==> config.mk <==
export PLATFORM = sky130hd
export DESIGN_NAME = snes_multi_reader
export DESIGN_NICKNAME = d
export VERILOG_FILES = /design/src/rtl/snes_pkg.sv /design/src/rtl/snes_pad_lane.sv /design/src/rtl/snes_multi_reader.sv
export SDC_FILE = /design/constraint.sdc
export NUM_CORES = 1
export LEC_CHECK = 0
export ABC_CLOCK_PERIOD_IN_PS = 6290
export CAP_MARGIN = 15
export CORE_AREA = 3 3 128 130
export CTS_CLUSTER_DIAMETER = 100
export CTS_CLUSTER_SIZE = 14
export DETAILED_ROUTE_END_ITERATION = 16
export DIE_AREA = 0 0 131 133
export MAX_ROUTING_LAYER = met4
export PLACE_DENSITY_LB_ADDON = 0.15
export SLEW_MARGIN = 10
export SYNTH_ARGS = -nofsm -noshare
export SYNTH_HDL_FRONTEND = slang
export SYNTH_SLANG_ARGS = --single-unit
==> constraint.sdc <==
create_clock -name clk -period 6.29 [get_ports clk]
set_clock_uncertainty 0.15 [all_clocks]
set_input_delay 0.9435 -clock clk [delete_from_list [all_inputs] [get_ports clk]]
set_output_delay 0.9435 -clock clk [all_outputs]
set_load 0.02 [all_outputs]
==> src/rtl/snes_pkg.sv <==
// snes_pkg: shared FSM states, button bit positions and timing helper for the SNES pad reader
package snes_pkg;
  typedef enum logic [2:0] {IDLE, LATCH, LOW, HIGH, DONE} state_t;
  localparam int BTN_B = 0;
  localparam int BTN_Y = 1;
  localparam int BTN_SELECT = 2;
  localparam int BTN_START = 3;
  localparam int BTN_UP = 4;
  localparam int BTN_DOWN = 5;
  localparam int BTN_LEFT = 6;
  localparam int BTN_RIGHT = 7;
  localparam int BTN_A = 8;
  localparam int BTN_X = 9;
  localparam int BTN_L = 10;
  localparam int BTN_R = 11;
  function automatic int us_to_cyc(input int clk_hz, input int us);
    return clk_hz / 1_000_000 * us;
  endfunction
endpackage

==> src/rtl/snes_pad_lane.sv <==
// snes_pad_lane: per-pad synchroniser, bit capture, presence detect and button edge strobes
module snes_pad_lane #(
  parameter int NUM_BITS = 16,
  parameter int KW = 4
) (
  input  logic                clk,
  input  logic                rst,
  input  logic                data,
  input  logic                sample,
  input  logic                publish,
  input  logic [KW-1:0]       k,
  output logic [NUM_BITS-1:0] buttons,
  output logic [NUM_BITS-1:0] pressed,
  output logic [NUM_BITS-1:0] released,
  output logic                present
);
  logic s1, s2, here;
  logic [NUM_BITS-1:0] sh, nxt;
  // an unplugged pad is pulled low, so every captured bit reads as pressed
  assign here = ~&sh;
  assign nxt = here ? sh : '0;
  always_ff @(posedge clk) begin
    if (!rst) begin
      s1 <= 1'b0;
      s2 <= 1'b0;
      sh <= '0;
      buttons <= '0;
      pressed <= '0;
      released <= '0;
      present <= 1'b0;
    end else begin
      s1 <= data;
      s2 <= s1;
      if (sample) sh[k] <= ~s2;
      pressed <= publish ? nxt & ~buttons : '0;
      released <= publish ? ~nxt & buttons : '0;
      if (publish) begin
        buttons <= nxt;
        present <= here;
      end
    end
  end
endmodule

==> src/rtl/snes_multi_reader.sv <==
// snes_multi_reader: polls NUM_PADS SNES pads over a shared latch/pulse pair with auto-poll
module snes_multi_reader
  import snes_pkg::*;
#(
  parameter int NUM_PADS = 2,
  parameter int NUM_BITS = 16,
  parameter int CLK_HZ = 50_000_000,
  parameter int LATCH_US = 12,
  parameter int HALF_US = 6,
  parameter int POLL_HZ = 60
) (
  input  logic                         clk,
  input  logic                         rst,
  input  logic                         start,
  input  logic                         auto_en,
  input  logic [NUM_PADS-1:0]          data,
  output logic                         latch,
  output logic                         pulse,
  output logic [NUM_PADS*NUM_BITS-1:0] buttons,
  output logic [NUM_PADS*NUM_BITS-1:0] pressed,
  output logic [NUM_PADS*NUM_BITS-1:0] released,
  output logic [NUM_PADS-1:0]          present,
  output logic                         valid,
  output logic                         busy
);
  localparam int LATCH_CYC = us_to_cyc(CLK_HZ, LATCH_US);
  localparam int HALF_CYC = us_to_cyc(CLK_HZ, HALF_US);
  localparam int POLL_CYC = CLK_HZ / POLL_HZ;
  localparam int MAXC = LATCH_CYC > HALF_CYC ? LATCH_CYC : HALF_CYC;
  localparam int CW = $clog2(MAXC + 1);
  localparam int PW = $clog2(POLL_CYC + 1);
  localparam int KW = $clog2(NUM_BITS);
  state_t state, state_n;
  logic [CW-1:0] cnt, cnt_n;
  logic [KW-1:0] k, k_n;
  logic [PW-1:0] poll;
  logic pending, pending_n, tick, req, last, sample;
  assign tick = auto_en && poll == PW'(POLL_CYC - 1);
  assign req = start | tick;
  assign latch = state == LATCH;
  assign pulse = state == HIGH;
  assign busy = state != IDLE;
  always_comb begin
    state_n = state;
    cnt_n = cnt + 1'b1;
    k_n = k;
    sample = 1'b0;
    last = cnt == CW'(((state == LATCH) ? LATCH_CYC : HALF_CYC) - 1);
    // requests arriving mid-frame collapse into a single deferred frame
    pending_n = (state == IDLE) ? 1'b0 : pending | req;
    case (state)
      IDLE: begin
        cnt_n = '0;
        if (req || pending) state_n = LATCH;
      end
      LATCH: if (last) begin
        state_n = LOW;
        cnt_n = '0;
        k_n = '0;
      end
      LOW: if (last) begin
        sample = 1'b1;
        cnt_n = '0;
        state_n = (k == KW'(NUM_BITS - 1)) ? DONE : HIGH;
      end
      HIGH: if (last) begin
        state_n = LOW;
        cnt_n = '0;
        k_n = k + 1'b1;
      end
      default: begin
        state_n = IDLE;
        cnt_n = '0;
      end
    endcase
  end
  always_ff @(posedge clk) begin
    if (!rst) begin
      state <= IDLE;
      cnt <= '0;
      k <= '0;
      pending <= 1'b0;
      poll <= '0;
      valid <= 1'b0;
    end else begin
      state <= state_n;
      cnt <= cnt_n;
      k <= k_n;
      pending <= pending_n;
      poll <= auto_en ? (tick ? '0 : poll + 1'b1) : '0;
      valid <= state == DONE;
    end
  end
  for (genvar p = 0; p < NUM_PADS; p++) begin : g_lane
    snes_pad_lane #(.NUM_BITS(NUM_BITS), .KW(KW)) u_lane (
      .clk(clk),
      .rst(rst),
      .data(data[p]),
      .sample(sample),
      .publish(state == DONE),
      .k(k),
      .buttons(buttons[p*NUM_BITS +: NUM_BITS]),
      .pressed(pressed[p*NUM_BITS +: NUM_BITS]),
      .released(released[p*NUM_BITS +: NUM_BITS]),
      .present(present[p])
    );
  end
endmodule

==> key figures <==
Run status
  – Run status: finished, final reports clean

Finish
  – Final instance area: about 8000 um2
  – # nets final: 797
  – Non-filler cells in the finished layout: a little over 1k
  – Area growth from synthesis to final layout: 29.0%
  – Layout cells sized above 1: between 5 and 6%
  – Ant. Diodes: 0

Critical path
  – Crit path kind: input pin to register
  – Critical path endpoint category: register
  – Startpoint types: input pin
  – Crit path max fanout: 48
  – Crit path required time: ~6.5 ns
  – Critical path arrival: approximately 3.3 ns

Timing
  – Slew HR: between 40% and 50%
  – Hold Fails Final Rpt: 0
  – Tmin final: ~3.1 ns
  – TNS Setup: 0 ns
  – Max Freq: roughly 320 MHz
  – Max Slew Vio Count: 0
  – Final setup viols: 0
  – Period utilization: a little under 50%
  – Actual slew at the worst max-slew pin: roughly 0.8 ns
  – RSZ-0062 raised after global routing: false
  – Hold WS: ~0.28 ns

Logic synthesis
  – Mapped cell area: roughly 6300 um2
  – Fraction of registers with async set/reset: 0%
  – Post-Synth XOR/XNOR Area: under 10%
  – Syn Nets: 709
  – YS warnings: 0
  – FF+latch count, synth: ~170
  – Synth cell types: 50
  – Dominant cells by area after synthesis: dfxtp_1 55%, nand2_1 9.0%, nor2_1 5.1%
  – Post-Synth Adder-Cell Area: under 10%
  – Synth Instances: 696
  – Syn avg cell area: roughly 9 um2
  – Mux cell area share after synthesis: less than 1%
  – Synth Area in Compound Gates: around 9.1%
  – Largest family of logic cells by synthesized area: simple AND/OR/NAND/NOR gates
  – Simple-Gate Fraction of Synth Area: between 20% and 30%
  – EDFF count, synth: 0
  – Post-synthesis sequential area ratio: 55.2%
  – Post-synth top flop: dfxtp_1
  – Yosys top cell by area: dfxtp_1
  – Yosys top cell area share: between 50% and 60%

CTS
  – Reg clk slew, reported paths: ~0.060 ns
  – Hold Buf Count CTS: 0
  – Post-CTS resize count: 0
  – Root buffer cell: clkbuf_16
  – Bufs on Longest Clock Path: 2
  – # Post-CTS Setup Buffers: 0
  – Num Clock Sinks: roughly 170
  – CTS buffer count: 17
  – H-Tree Depth: 4
  – TritonCTS clock tree: built
  – Clock latency on the worst-skew pair: 0.43 ns

Routing
  – WL final: around 14000 um
  – Vias: 5005
  – ANT nets after route: 0
  – WL/cell: ~14 um
  – DR iter-0 viols: about 250
  – Drt first pass iters: 4
  – Via density per instance: around 5.0
  – Drt drc: 0

Global route
  – Largest net degree at the start of global routing: just under 50
  – First-pass GRT wire length: 23400 um
  – Vias in the first global route: between 4k and 5k
  – GR Util All Layers: around 17%
  – Grt total ovfl: 0
  – Antenna violations before repair: 0

Placed design
  – Cells after DPL: a little under 1k
  – IO Port Bufs: about 110
  – Dpl cell area: roughly 7400 um2
  – GPL Wtd Cong: about 0.90
  – Post-DP HPWL: roughly 10000 um

Power
  – Comb pwr share: about 1.2%
  – Power per cell area: between 200 and 300 nW/um2
  – Clock Power Share: between 50% and 60%
  – Sw Share: between 20% and 30%
  – Worst vdd ir: between 0.15 and 0.2 mV
  – Seq pwr share: 48.1%
  – Leak: between 3 and 4 nW
  – P_int: 0.00183 W
  – Psw: 0.000462 W

Floorplanning
  – Die Width: around 130 um
  – Die H: around 130 um
  – Starting Density: just over 40%
  – # rows: 45
  – Number of primary I/O pins: around 110
  – Die ar.: around 17000 um2
  – CORE AREA: approximately 15000 um2

Min path
  – Worst min-delay path category: register to register

Run
  – MaxCap Viol Count: 0
final cells by class:
type,instances,area [um2]
Clock buffer,18,439
Clock inverter,14,226
Fill cell,1360,7160
Inverter,10,37.5
Multi-Input combinational cell,472,2570
Sequential cell,173,3460
Tap cell,211,264
Timing Repair Buffer,110,1090
cell families (layout without fill, tap and decap cells):
family | after synthesis | after routing
xor+xnor | 26 | 26
fa+ha+maj | 7 | 7
mux | 3 | 3
simple gates | 358 | 358
buf+inv | 51 | 152
flops | 173 | 173
compound gates | 78 | 78
worst paths after layout:
path                                   from                                     end  slack [ns]  cells past startpoint
max                                     rst  g_lane[0].u_lane.pressed[6]$_SDFF_PN0_        3.18                      7
max reg2reg              poll[8]$_SDFF_PP0_                     poll[14]$_SDFF_PP0_        3.86                      5
min          g_lane[1].u_lane.s1$_SDFF_PN0_          g_lane[1].u_lane.s2$_SDFF_PN0_        0.28                      1
min reg2reg  g_lane[1].u_lane.s1$_SDFF_PN0_          g_lane[1].u_lane.s2$_SDFF_PN0_        0.28                      1
layout by cell type, fill, tap and decap left out, types with 2 or more instances in the layout:
master / instances
dfxtp_1: 173
nand2_1: 151
clkdlybuf4s50_1: 107
nor2_1: 86
nand3_1: 47
a21oi_1: 34
o211a_1: 30
nand4_1: 18
clkbuf_16: 17
xor2_1: 16
and2_1: 11
xnor2_1: 10
inv_1: 10
nor3_1: 7
ha_1: 7
nand2b_1: 5
bufinv_16: 5
nor4_1: 4
inv_6: 4
o22ai_1: 3
and3_1: 3
nor2b_1: 3
and4_2: 3
buf_4: 3
or4_1: 2
or3_1: 2
nor3b_1: 2
a21o_1: 2
o311ai_1: 2
o31ai_1: 2
nor4_2: 2
mux2i_1: 2
clkinv_4: 2
routing by layer:
layer,global-route usage [%],vias to the layer above,routed length [um]
met5,-,-,0
met2,28.0,128,7040
li1,-,2519,-
met1,20.7,2343,6270
met4,6.11,0,221
met3,4.36,15,867
stage by stage:
stage / util [%] / worst slack, ns / total power, W
after global placement: 48.7 / 2.79 / 0.00116
after global routing: 53.1 / 2.98 / 0.00236
after CTS: 53.1 / 3.17 / 0.00232
final: 53.1 / 3.18 / 0.00229
after floorplan: - / 4.04 / 0.00115
after detailed placement: 48.7 / 2.74 / 0.00116
critical path, stage by stage:
cell and delay, ns:
clkdlybuf4s50_1 0.45, buf_4 0.39, and3_1 0.23, buf_4 0.34, and2_1 0.60, nand2_1 0.19
nor2_1 0.12
registers in the layout (all words and copies together), names as in the netlist, 2 cells and up:
register and flops:
g_lane.u_lane.sh 32, k 4, cnt 10, state 3
poll 20, g_lane.u_lane.s1 2, g_lane.u_lane.pressed 32, g_lane.u_lane.present 2
g_lane.u_lane.s2 2, g_lane.u_lane.released 32, g_lane.u_lane.buttons 32
synth_stat cells, types with 6 or more instances:
library cell / number
nand2_1: 151
dfxtp_1: 173
xnor2_1: 10
a21oi_1: 34
nor2_1: 86
nand4_1: 18
and2_1: 11
clkbuf_1: 27
nor3_1: 7
xor2_1: 16
ha_1: 7
buf_2: 6
nand3_1: 47
o211a_1: 30
inv_1: 10
power by group through the flow:
stage | Combinational (W) | Sequential, W | Clock [W]
6_report | 0.0000285 | 0.00110 | 0.00116
5_1_grt | 0.0000317 | 0.00110 | 0.00123
4_1_cts | 0.0000290 | 0.00110 | 0.00119
3_5_place_dp | 0.0000287 | 0.00113 | 0
3_3_place_gp | 0.0000284 | 0.00113 | 0
2_1_floorplan | 0.0000199 | 0.00113 | 0
Power figures use the tool's default switching activity.
